<file path="src/rtl/infer_ctrl.sv">
// rtl/infer_ctrl.sv - inference sequencer: launches the image streamer, waits for scores, reports the argmax.
module infer_ctrl #(
    parameter int NUM_CLASSES    = 10,
    parameter int DW             = 8,
    parameter int TIMEOUT_CYCLES = 1000000
) (
    input  logic                      clk,
    input  logic                      rst_n,
    input  logic                      start_req,
    output logic                      img_start,
    input  logic                      dout_vld,
    input  logic [NUM_CLASSES*DW-1:0] dout,
    output logic                      busy,
    output logic                      result_vld,
    output logic [3:0]                result_class,
    output logic [DW-1:0]             result_score,
    output logic                      timeout
);

    typedef enum logic [2:0] {
        S_IDLE,
        S_LAUNCH,
        S_WAIT,
        S_ARGMAX,
        S_REPORT
    } state_t;

    localparam logic [23:0] CNT_LAST = 24'(TIMEOUT_CYCLES - 1);
    localparam logic [3:0]  IDX_LAST = 4'(NUM_CLASSES - 1);

    state_t                    state_q, state_d;
    logic [23:0]               cnt_q, cnt_d;
    logic [NUM_CLASSES*DW-1:0] data_q, data_d;
    logic [3:0]                idx_q, idx_d;
    logic [3:0]                best_idx_q, best_idx_d;
    logic [DW-1:0]             best_val_q, best_val_d;
    logic [3:0]                res_class_q, res_class_d;
    logic [DW-1:0]             res_score_q, res_score_d;
    logic                      timeout_q, timeout_d;
    logic [DW-1:0]             cur_val;
    logic                      cand_gt;

    // The scan works on the captured copy so dout may change freely during ARGMAX.
    assign cur_val = data_q[idx_q*DW +: DW];
    assign cand_gt = $signed(cur_val) > $signed(best_val_q);

    always_comb begin
        state_d     = state_q;
        cnt_d       = cnt_q;
        data_d      = data_q;
        idx_d       = idx_q;
        best_idx_d  = best_idx_q;
        best_val_d  = best_val_q;
        res_class_d = res_class_q;
        res_score_d = res_score_q;
        timeout_d   = timeout_q;
        case (state_q)
            S_IDLE: begin
                if (start_req) begin
                    state_d   = S_LAUNCH;
                    timeout_d = 1'b0;
                end
            end
            S_LAUNCH: begin
                state_d = S_WAIT;
                cnt_d   = '0;
            end
            S_WAIT: begin
                if (dout_vld) begin
                    state_d    = S_ARGMAX;
                    data_d     = dout;
                    idx_d      = '0;
                    best_idx_d = '0;
                    best_val_d = dout[DW-1:0];
                end else if (cnt_q == CNT_LAST) begin
                    state_d   = S_IDLE;
                    timeout_d = 1'b1;
                end else begin
                    cnt_d = cnt_q + 24'd1;
                end
            end
            S_ARGMAX: begin
                if (cand_gt) begin
                    best_idx_d = idx_q;
                    best_val_d = cur_val;
                end
                // The last class folds straight into the result registers.
                if (idx_q == IDX_LAST) begin
                    state_d     = S_REPORT;
                    res_class_d = cand_gt ? idx_q : best_idx_q;
                    res_score_d = cand_gt ? cur_val : best_val_q;
                end else begin
                    idx_d = idx_q + 4'd1;
                end
            end
            S_REPORT: state_d = S_IDLE;
            default:  state_d = S_IDLE;
        endcase
    end

    always_ff @(posedge clk or negedge rst_n) begin
        if (!rst_n) begin
            state_q     <= S_IDLE;
            cnt_q       <= '0;
            data_q      <= '0;
            idx_q       <= '0;
            best_idx_q  <= '0;
            best_val_q  <= '0;
            res_class_q <= '0;
            res_score_q <= '0;
            timeout_q   <= 1'b0;
        end else begin
            state_q     <= state_d;
            cnt_q       <= cnt_d;
            data_q      <= data_d;
            idx_q       <= idx_d;
            best_idx_q  <= best_idx_d;
            best_val_q  <= best_val_d;
            res_class_q <= res_class_d;
            res_score_q <= res_score_d;
            timeout_q   <= timeout_d;
        end
    end

    assign busy         = (state_q != S_IDLE);
    assign img_start    = (state_q == S_LAUNCH);
    assign result_vld   = (state_q == S_REPORT);
    assign result_class = res_class_q;
    assign result_score = res_score_q;
    assign timeout      = timeout_q;

endmodule
</file>
<file path="config.mk">
export PLATFORM = sky130hd
export DESIGN_NAME = infer_ctrl
export DESIGN_NICKNAME = d
export VERILOG_FILES = /design/src/rtl/infer_ctrl.sv
export SDC_FILE = /design/constraint.sdc
export NUM_CORES = 1
export LEC_CHECK = 0
export ABC_CLOCK_PERIOD_IN_PS = 4000
export BUFFER_PORTS_ARGS = -buffer_cell sky130_fd_sc_hd__buf_2
export CAP_MARGIN = 20
export CORE_ASPECT_RATIO = 0.9
export CORE_UTILIZATION = 58
export DETAILED_ROUTE_END_ITERATION = 10
export GPL_ROUTABILITY_DRIVEN = 0
export GPL_TIMING_DRIVEN = 0
export PLACE_DENSITY = 0.86
export REMOVE_ABC_BUFFERS = 1
export SLEW_MARGIN = 0
export SYNTH_ARGS = -nofsm -noshare
export SYNTH_HDL_FRONTEND = slang
export SYNTH_SLANG_ARGS = --single-unit
export TNS_END_PERCENT = 10
</file>
<file path="constraint.sdc">
create_clock -name clk -period 4 [get_ports clk]
set_clock_uncertainty 0.2 [all_clocks]
set_input_delay 0.4 -clock clk [delete_from_list [all_inputs] [get_ports clk]]
set_output_delay 0.4 -clock clk [all_outputs]
set_load 0.01 [all_outputs]
</file>
==> summary.txt, run 1 <==
Cells and area
  – Share of final-layout standard cells stronger than drive strength 1: 21.25%
  – Net count, final: 995
  – Design Area, Final: roughly 9000 µm²
  – Fraction of the core area covered by cells at the end of the flow: roughly three quarters
  – Count of fill cells added during filler insertion: around 730
  – Area overhead of the layout relative to synthesis: 28.16%

STA
  – Min Tclk post-route: 3.906 ns
  – Highest Clock Rate: 0.2560 GHz
  – Final Slew Violations: 0
  – Hold Fails Final Rpt: 0
  – Share of the clock period used by the worst path: 97.64%
  – Transition time at the pin with the least slew margin: 1.059 ns
  – Hold WS: about 0.007 ns
  – Max transition margin: between 20% and 30%
  – # setup viols final: 0

GRT
  – Remaining Overflow, GRT: 0
  – Global-route wire length before repair: roughly 30 mm
  – Vias in the first global route: roughly 6200
  – Initial antenna violation count: 1
  – Global-route usage over all layers: roughly a third
  – Largest net degree at the start of global routing: 79

Placement
  – Detailed placement HPWL: ~11 mm
  – Cell area after placement: between 7000 and 8000 µm²
  – Count of port buffers added during placement: ~100

Synth
  – Area of the mapped netlist: 6887 µm²
  – Post-synth top flop: dfrtp_1
  – Synth unique cells: 62
  – Post-synth top area share: 49.42%
  – Library cell with the largest summed area after synthesis: dfrtp_1
  – Gate count after technology mapping: between 700 and 800
  – Async set or reset register ratio after synthesis: 100.0%
  – Number of enable-type register cells in the synthesized netlist: 0
  – Avg Cell Area, Syn: 9.219 µm²
  – Yosys warning count: 0
  – Post-synthesis sequential area ratio: roughly half
  – Leading cell types by total area after synthesis: dfrtp_1, nand2_1, mux2_2
  – Register bit total from synthesis: 136

Hold path
  – Path class of the lowest-slack min-delay path: in -> reg
  – Hold path startpoint: dout[24]
  – Count of cells along the worst hold path: 3
  – Endpoint of the worst hold path: data_q[24]

Power and ir drop
  – Total power divided by cell area: between 700 and 800 nW/µm²
  – Reported net switching power: about 0.0029 W
  – Leakage power total: approximately 4.4 nW
  – Maximum vdd drop: about 0.5 mV
  – Clock network fraction of design power: about a quarter
  – Sequential cell fraction of total power: between 30 and 40%
  – Part of the total power dissipated in combinational logic: about 44%
  – Internal power summed over all cells: 0.004055 W
  – Sw frac: about two fifths

Clock tree
  – Worst-path clk slew: 0.06 ns
  – Clock latency at the later pin of the worst-skew pair: around 0.42 ns
  – CTS Buf Count: 17
  – TritonCTS clock tree: yes
  – Clock Root Buffer: clkbuf_16
  – Number of clock sinks: ~140
  – Total number of H-tree levels: 4
  – Clock buffer depth: 2

Floorplanning
  – Core ar.: approximately 11000 µm²
  – Top-level port count: 100
  – Total Die Area: between 10000 and 15000 µm²
  – Effective utilization at floorplan: between 50% and 60%
  – Die width: around 120 µm
  – Vertical die dimension: ~110 µm
  – Row cnt: 37

Worst setup path
  – CP Data Required Time: approximately 4.1 ns
  – Logic depth of the worst register-to-register path: 9
  – Arrival @ worst endpoint: about 4 ns
  – Critical path peak fanout: 14
  – Destination of the worst register-to-register timing path: result_score[6]
  – Setup crit start kind: flop
  – Startpoint of the worst-slack reg-to-reg timing path: idx_q[2]
  – Kind of capture point of the worst setup path: flop
  – Start-to-end type of the worst setup path: reg -> reg
  – Register-to-register path setup slack: about 0.094 ns

Routing
  – Total via count after detailed routing: roughly 6300
  – 1st-iter DRT viols: 638
  – Number of remaining DRC errors: 0
  – Per-cell routed wire length: around 18 µm
  – Vias per inst: around 5.9
  – Router iterations before antenna repair: 7
  – Post-route antenna net violation count: 0
  – Aggregate routed wire length: 18.80 mm

Run status
  – Result of the run: complete, no violations

Job
  – Max-capacitance violation count: 0
-- Yosys cell counts, types with 5 or more instances --
library cell and n:
o21ai_0 19, nand4_1 9, dfrtp_1 136, o21ai_1 6
o31ai_1 10, o221ai_1 15, o211ai_1 6, mux2i_1 11
ha_1 11, mux4_2 8, mux2_2 24, buf_2 6
clkbuf_1 28, a21oi_1 18, a32oi_1 7, nand2_1 275
nor2_1 25, nand2b_1 10, nand3_1 20, or3_1 11
o311ai_0 5, buf_6 5, inv_1 24
-- routing by layer --
| metal | wire length (µm) | global-route usage [%] |
|---|---|---|
| met5 | 0 | 0 |
| met4 | 363 | 10.31 |
| met3 | 1363 | 8.338 |
| met2 | 9523 | 52.54 |
| met1 | 7554 | 42.82 |
-- worst max-delay path by stage --
stage / start / to / slack [ns] / cells after the start
CTS: idx_q[0] / best_val_q[1] / 0.02 / 10
global placement: state_q[0] / best_val_q[1] / -0.97 / 5
global route: idx_q[0] / best_val_q[3] / -0.03 / 11
floorplan: idx_q[0] / best_val_q[0] / 0.15 / 9
finish: idx_q[2] / result_score[6] / 0.09 / 9
detailed placement: idx_q[1] / best_val_q[1] / -0.09 / 10
-- final cells by class --
class	instances	area [µm²]	share of cell area, %
Timing Repair Buffer	177	1320	14.96
Multi-Input combinational cell	542	3186	36.09
Tap cell	156	195.2	2.212
Inverter	26	110.1	1.248
Antenna cell	1	2.502	0.02835
Clock inverter	14	175.2	1.985
Sequential cell	136	3408	38.62
Clock buffer	18	429.2	4.862
-- cell usage in the layout, fill, tap and decap left out, drive strengths merged, types with 6 or more instances in the layout --
cell type,n
nand2,275
dfrtp,136
buf,107
dlygate4sd3,70
nor2,26
inv,26
o21ai,26
mux2,24
nand3,20
a21oi,18
clkbuf,18
o221ai,15
nand4,12
mux2i,11
or3,11
ha,11
nand2b,10
o31ai,10
mux4,8
clkinv,8
a32oi,7
o211ai,6
-- cell families (layout without fill, tap and decap cells) --
| logic type | count (synthesis) | count (layout) | share of synthesized area [%] |
|---|---|---|---|
| AO/OA/AOI/OAI | 104 | 104 | 10.90 |
| flip-flops | 136 | 136 | 49.42 |
| multiplexers | 43 | 43 | 8.140 |
| buffers and inverters | 69 | 235 | 4.760 |
| XOR/XNOR | 3 | 3 | 0.3816 |
| AND/OR/NAND/NOR | 381 | 381 | 24.40 |
| adder cells (fa/ha/maj) | 11 | 11 | 1.999 |
| other | 0 | 1 | 0 |
-- registers in the layout, indices dropped and copies added, names as in the netlist --
register and count:
idx_q 4, timeout 1, state_q 3, cnt_q 24
data_q 80, result_score 8, result_class 4, best_val_q 8
best_idx_q 4
-- power by group through the flow --
stage                     Clock [W]  Combinational [W]  Sequential, W
after CTS                   0.00161            0.00280        0.00225
after floorplan                   0            0.00193        0.00219
after global routing        0.00169            0.00331        0.00233
after global placement            0            0.00257        0.00227
after detailed placement          0            0.00272        0.00226
final                       0.00161            0.00303        0.00227
-- per-stage QoR --
stage | cells | setup WS [ns] | total power, W | TNS [ns]
final | 1070 | 0.09447 | 0.006917 | 0
after global routing | 1070 | -0.02583 | 0.007335 | -0.04521
after CTS | 1065 | 0.01852 | 0.006670 | 0
after detailed placement | 964 | -0.08661 | 0.004981 | -0.7153
after global placement | 959 | -0.9661 | 0.004847 | -16.84
after floorplan | 704 | 0.1461 | 0.004119 | 0
-- critical path: stages (launching register included) --
cell and delay, ns:
dfrtp_1 0.71, nand2_1 0.42, o221ai_1 0.34, o21ai_0 0.16, ha_1 0.31, nor2b_1 0.13
o211a_1 0.23, o211ai_1 0.84, a32oi_1 0.26, o31ai_1 0.15
-- repair_timing --
item	CTS	global route
resized for setup	2	3
endpoints found under the hold margin	126	1
buffers inserted	0	3
pin swaps	0	1
endpoints found under the setup margin	12	24
hold buffers	69	1
Power figures use the tool's default switching activity.
==> run 2: changes to the inputs <==
--- a/config.mk
+++ b/config.mk
@@ -13,7 +13,8 @@
 export DETAILED_ROUTE_END_ITERATION = 10
 export GPL_ROUTABILITY_DRIVEN = 0
 export GPL_TIMING_DRIVEN = 0
-export PLACE_DENSITY = 0.86
+export PLACE_DENSITY_LB_ADDON = 0.12
+export RECOVER_POWER = 100
 export REMOVE_ABC_BUFFERS = 1
 export SLEW_MARGIN = 0
 export SYNTH_ARGS = -nofsm -noshare
==> run 2 against run 1 <==
The flow now finishes with violations (capacitance limit, slew limit). Global-route usage shrank 1.2 points. First-iteration DRC count shrank 14%. Clock-buffer cell count grew 5. Fmax is essentially flat. Largest power group unchanged. Setup slack lost 0.0029 ns. Core utilization shrank 0.27 points. Die area is the same. Critical endpoint is now result_score[2].
==> summary.txt, run 2 (synthesized netlist as in run 1, its figures left out) <==
Cells and area
  – Share of final-layout standard cells stronger than drive strength 1: roughly 19%
  – Max FFs per register: 80
  – Most common cell after layout, fill and taps aside: nand2_1
  – Area overhead of the layout relative to synthesis: 27.71%
  – Antenna fix cells: 0
  – Count of non-filler cells in the finished layout: 1069
  – Most frequent cells in the layout: nand2_1, dfrtp_1, buf_2, dlygate4sd3_1, nor2_1
  – Count of fill cells added during filler insertion: 786
  – Design Area, Final: ~8800 µm²
  – Net count, final: around 1000
  – Register with the most flip-flops: data_q
  – Largest registers: data_q x80, cnt_q x24

Routing
  – Number of remaining DRC errors: 0
  – Router iterations before antenna repair: 7
  – Post-route antenna net violation count: 0
  – 1st-iter DRT viols: around 550
  – Vias per inst: 5.672
  – Per-cell routed wire length: roughly 17 µm
  – Aggregate routed wire length: about 18 mm
  – Total via count after detailed routing: about 6000

Power and ir drop
  – Sequential cell fraction of total power: 33.3%
  – Part of the total power dissipated in combinational logic: around 44%
  – Internal power summed over all cells: ~0.0040 W
  – Clock network fraction of design power: approximately 23%
  – Reported net switching power: 0.002726 W
  – Leakage power total: ~4.3 nW
  – Total power divided by cell area: around 770 nW/µm²
  – Sw frac: between 40% and 50%
  – Maximum vdd drop: 0.5251 mV

Floorplanning
  – Row cnt: 37
  – Total Die Area: approximately 12000 µm²
  – Top-level port count: 100
  – Vertical die dimension: roughly 110 µm
  – Core ar.: 11480 µm²
  – Effective utilization at floorplan: around 60%
  – Die width: 116.9 µm

STA
  – Max transition margin: -29.33%
  – Final Slew Violations: 80
  – RSZ-0062 raised after global routing: no
  – Transition time at the pin with the least slew margin: ~1.9 ns
  – Hold WS: ~0.013 ns
  – Highest Clock Rate: about 0.26 GHz
  – # setup viols final: 0
  – Worst-case setup margin in the final layout: slightly above 0.09 ns
  – Share of the clock period used by the worst path: ~100%
  – Hold Fails Final Rpt: 0
  – Min Tclk post-route: between 3 and 4 ns

Hold path
  – Count of cells along the worst hold path: 3
  – Path class of the lowest-slack min-delay path: in -> reg
  – Endpoint of the worst hold path: data_q[10]
  – Hold path startpoint: dout[10]

GRT
  – Remaining Overflow, GRT: 0
  – Initial antenna violation count: 0
  – Largest net degree at the start of global routing: 80
  – GR Util met2: around half
  – Global-route usage over all layers: 31.30%
  – Vias in the first global route: between 5000 and 6000
  – GRT busiest layer: met2
  – GR met3 Demand/Resource: approximately 7.2%
  – Met1 capacity usage during global routing: roughly 42%
  – Global-route wire length before repair: between 20 and 30 mm

Placement
  – Setup WS pre-CTS: -0.008784 ns
  – Cell area after placement: 7483 µm²
  – Detailed placement HPWL: between 10 and 15 mm
  – Count of port buffers added during placement: 99
  – Cell Count Post-Placement: 964

Run status
  – Violated checks: capacitance limit, slew limit
  – Result of the run: finished with violations

Clock tree
  – Total number of H-tree levels: 4
  – Worst-path clk slew: approximately 0.06 ns
  – Clock Root Buffer: clkbuf_16
  – CTS Buf Count: 17
  – Clock latency at the later pin of the worst-skew pair: 0.43 ns
  – Clock buffer depth: 2
  – TritonCTS clock tree: yes
  – Number of clock sinks: roughly 140

Worst setup path
  – Arrival @ worst endpoint: roughly 4.0 ns
  – Register-to-register path setup slack: roughly 0.092 ns
  – Setup crit start kind: flop
  – Kind of capture point of the worst setup path: flop
  – Critical path peak fanout: 28
  – Logic depth of the worst register-to-register path: 10
  – Destination of the worst register-to-register timing path: result_score[2]
  – Start-to-end type of the worst setup path: reg -> reg
  – Startpoint of the worst-slack reg-to-reg timing path: idx_q[0]
  – CP Data Required Time: 4.12 ns

Job
  – Max-capacitance violation count: 1
run 2: cell count changes in the layout (fill, tap and decap cells not counted), sizes merged:
cell	before	now
clkbuf	18	37
buf	107	91
dlygate4sd3	70	73
clkinv	8	6
inv	26	24
bufinv	3	2
clkinvlp	3	2
diode	1	0
run 2: worst max path at each step:
stage / startpoint / to / slack (ns) / cells after the start
2_1_floorplan: idx_q[0] / best_val_q[0] / 0.15 / 9
3_3_place_gp: state_q[2] / best_val_q[6] / -0.94 / 5
3_5_place_dp: idx_q[1] / best_val_q[3] / -0.009 / 9
4_1_cts: idx_q[0] / best_val_q[1] / 0.04 / 10
5_1_grt: idx_q[0] / result_score[7] / 0.0001 / 10
6_report: idx_q[0] / result_score[2] / 0.09 / 10
run 2: critical path, stage by stage, from the launching register on:
cell and delay (ns):
dfrtp_4 0.56, buf_12 0.23, mux2_2 0.35, o221ai_1 0.32, o21ai_0 0.20, ha_1 0.33
nor2b_1 0.14, o211a_1 0.24, o211ai_1 0.85, a32oi_1 0.23, o31ai_1 0.12
run 2: per-stage QoR:
step | TNS, ns | util (%) | total power (W)
2_1_floorplan | 0 | - | 0.004119
3_3_place_gp | -17.99 | 64.10 | 0.004838
3_5_place_dp | -0.04244 | 65.18 | 0.004994
4_1_cts | 0 | 76.63 | 0.006617
5_1_grt | 0 | 76.60 | 0.007208
6_report | 0 | 76.60 | 0.006763
run 2: power groups by stage:
stage               clock (W)  combinational, W  sequential, W
floorplan                   0           0.00193        0.00219
finish                0.00155           0.00296        0.00225
global route          0.00163           0.00326        0.00232
global placement            0           0.00256        0.00227
detailed placement          0           0.00274        0.00226
CTS                   0.00156           0.00282        0.00224
run 2: cell type report:
cell class / instances / area, µm² / share of cell area [%]
Sequential cell: 136 / 3410 / 38.77
Clock inverter: 8 / 95.09 / 1.081
Multi-Input combinational cell: 542 / 3181 / 36.16
Clock buffer: 23 / 488.0 / 5.548
Timing Repair Buffer: 178 / 1316 / 14.97
Inverter: 26 / 110.1 / 1.252
Tap cell: 156 / 195.2 / 2.219
run 2: per-layer routing:
| layer | vias to the layer above | wire length (µm) |
|---|---|---|
| met1 | 2930 | 7763 |
| met3 | 34 | 1108 |
| met5 | - | 0 |
| met2 | 234 | 8713 |
| li1 | 2865 | - |
| met4 | 0 | 352 |
run 2: timing repair:
item / 4_1_cts / 5_1_grt
endpoints found under the hold margin: 129 / 0
setup endpoints to repair: 12 / 23
buffers inserted: 0 / 1
gates resized for setup: 1 / 4
pin swaps: 0 / 1
hold buffers: 73 / 0
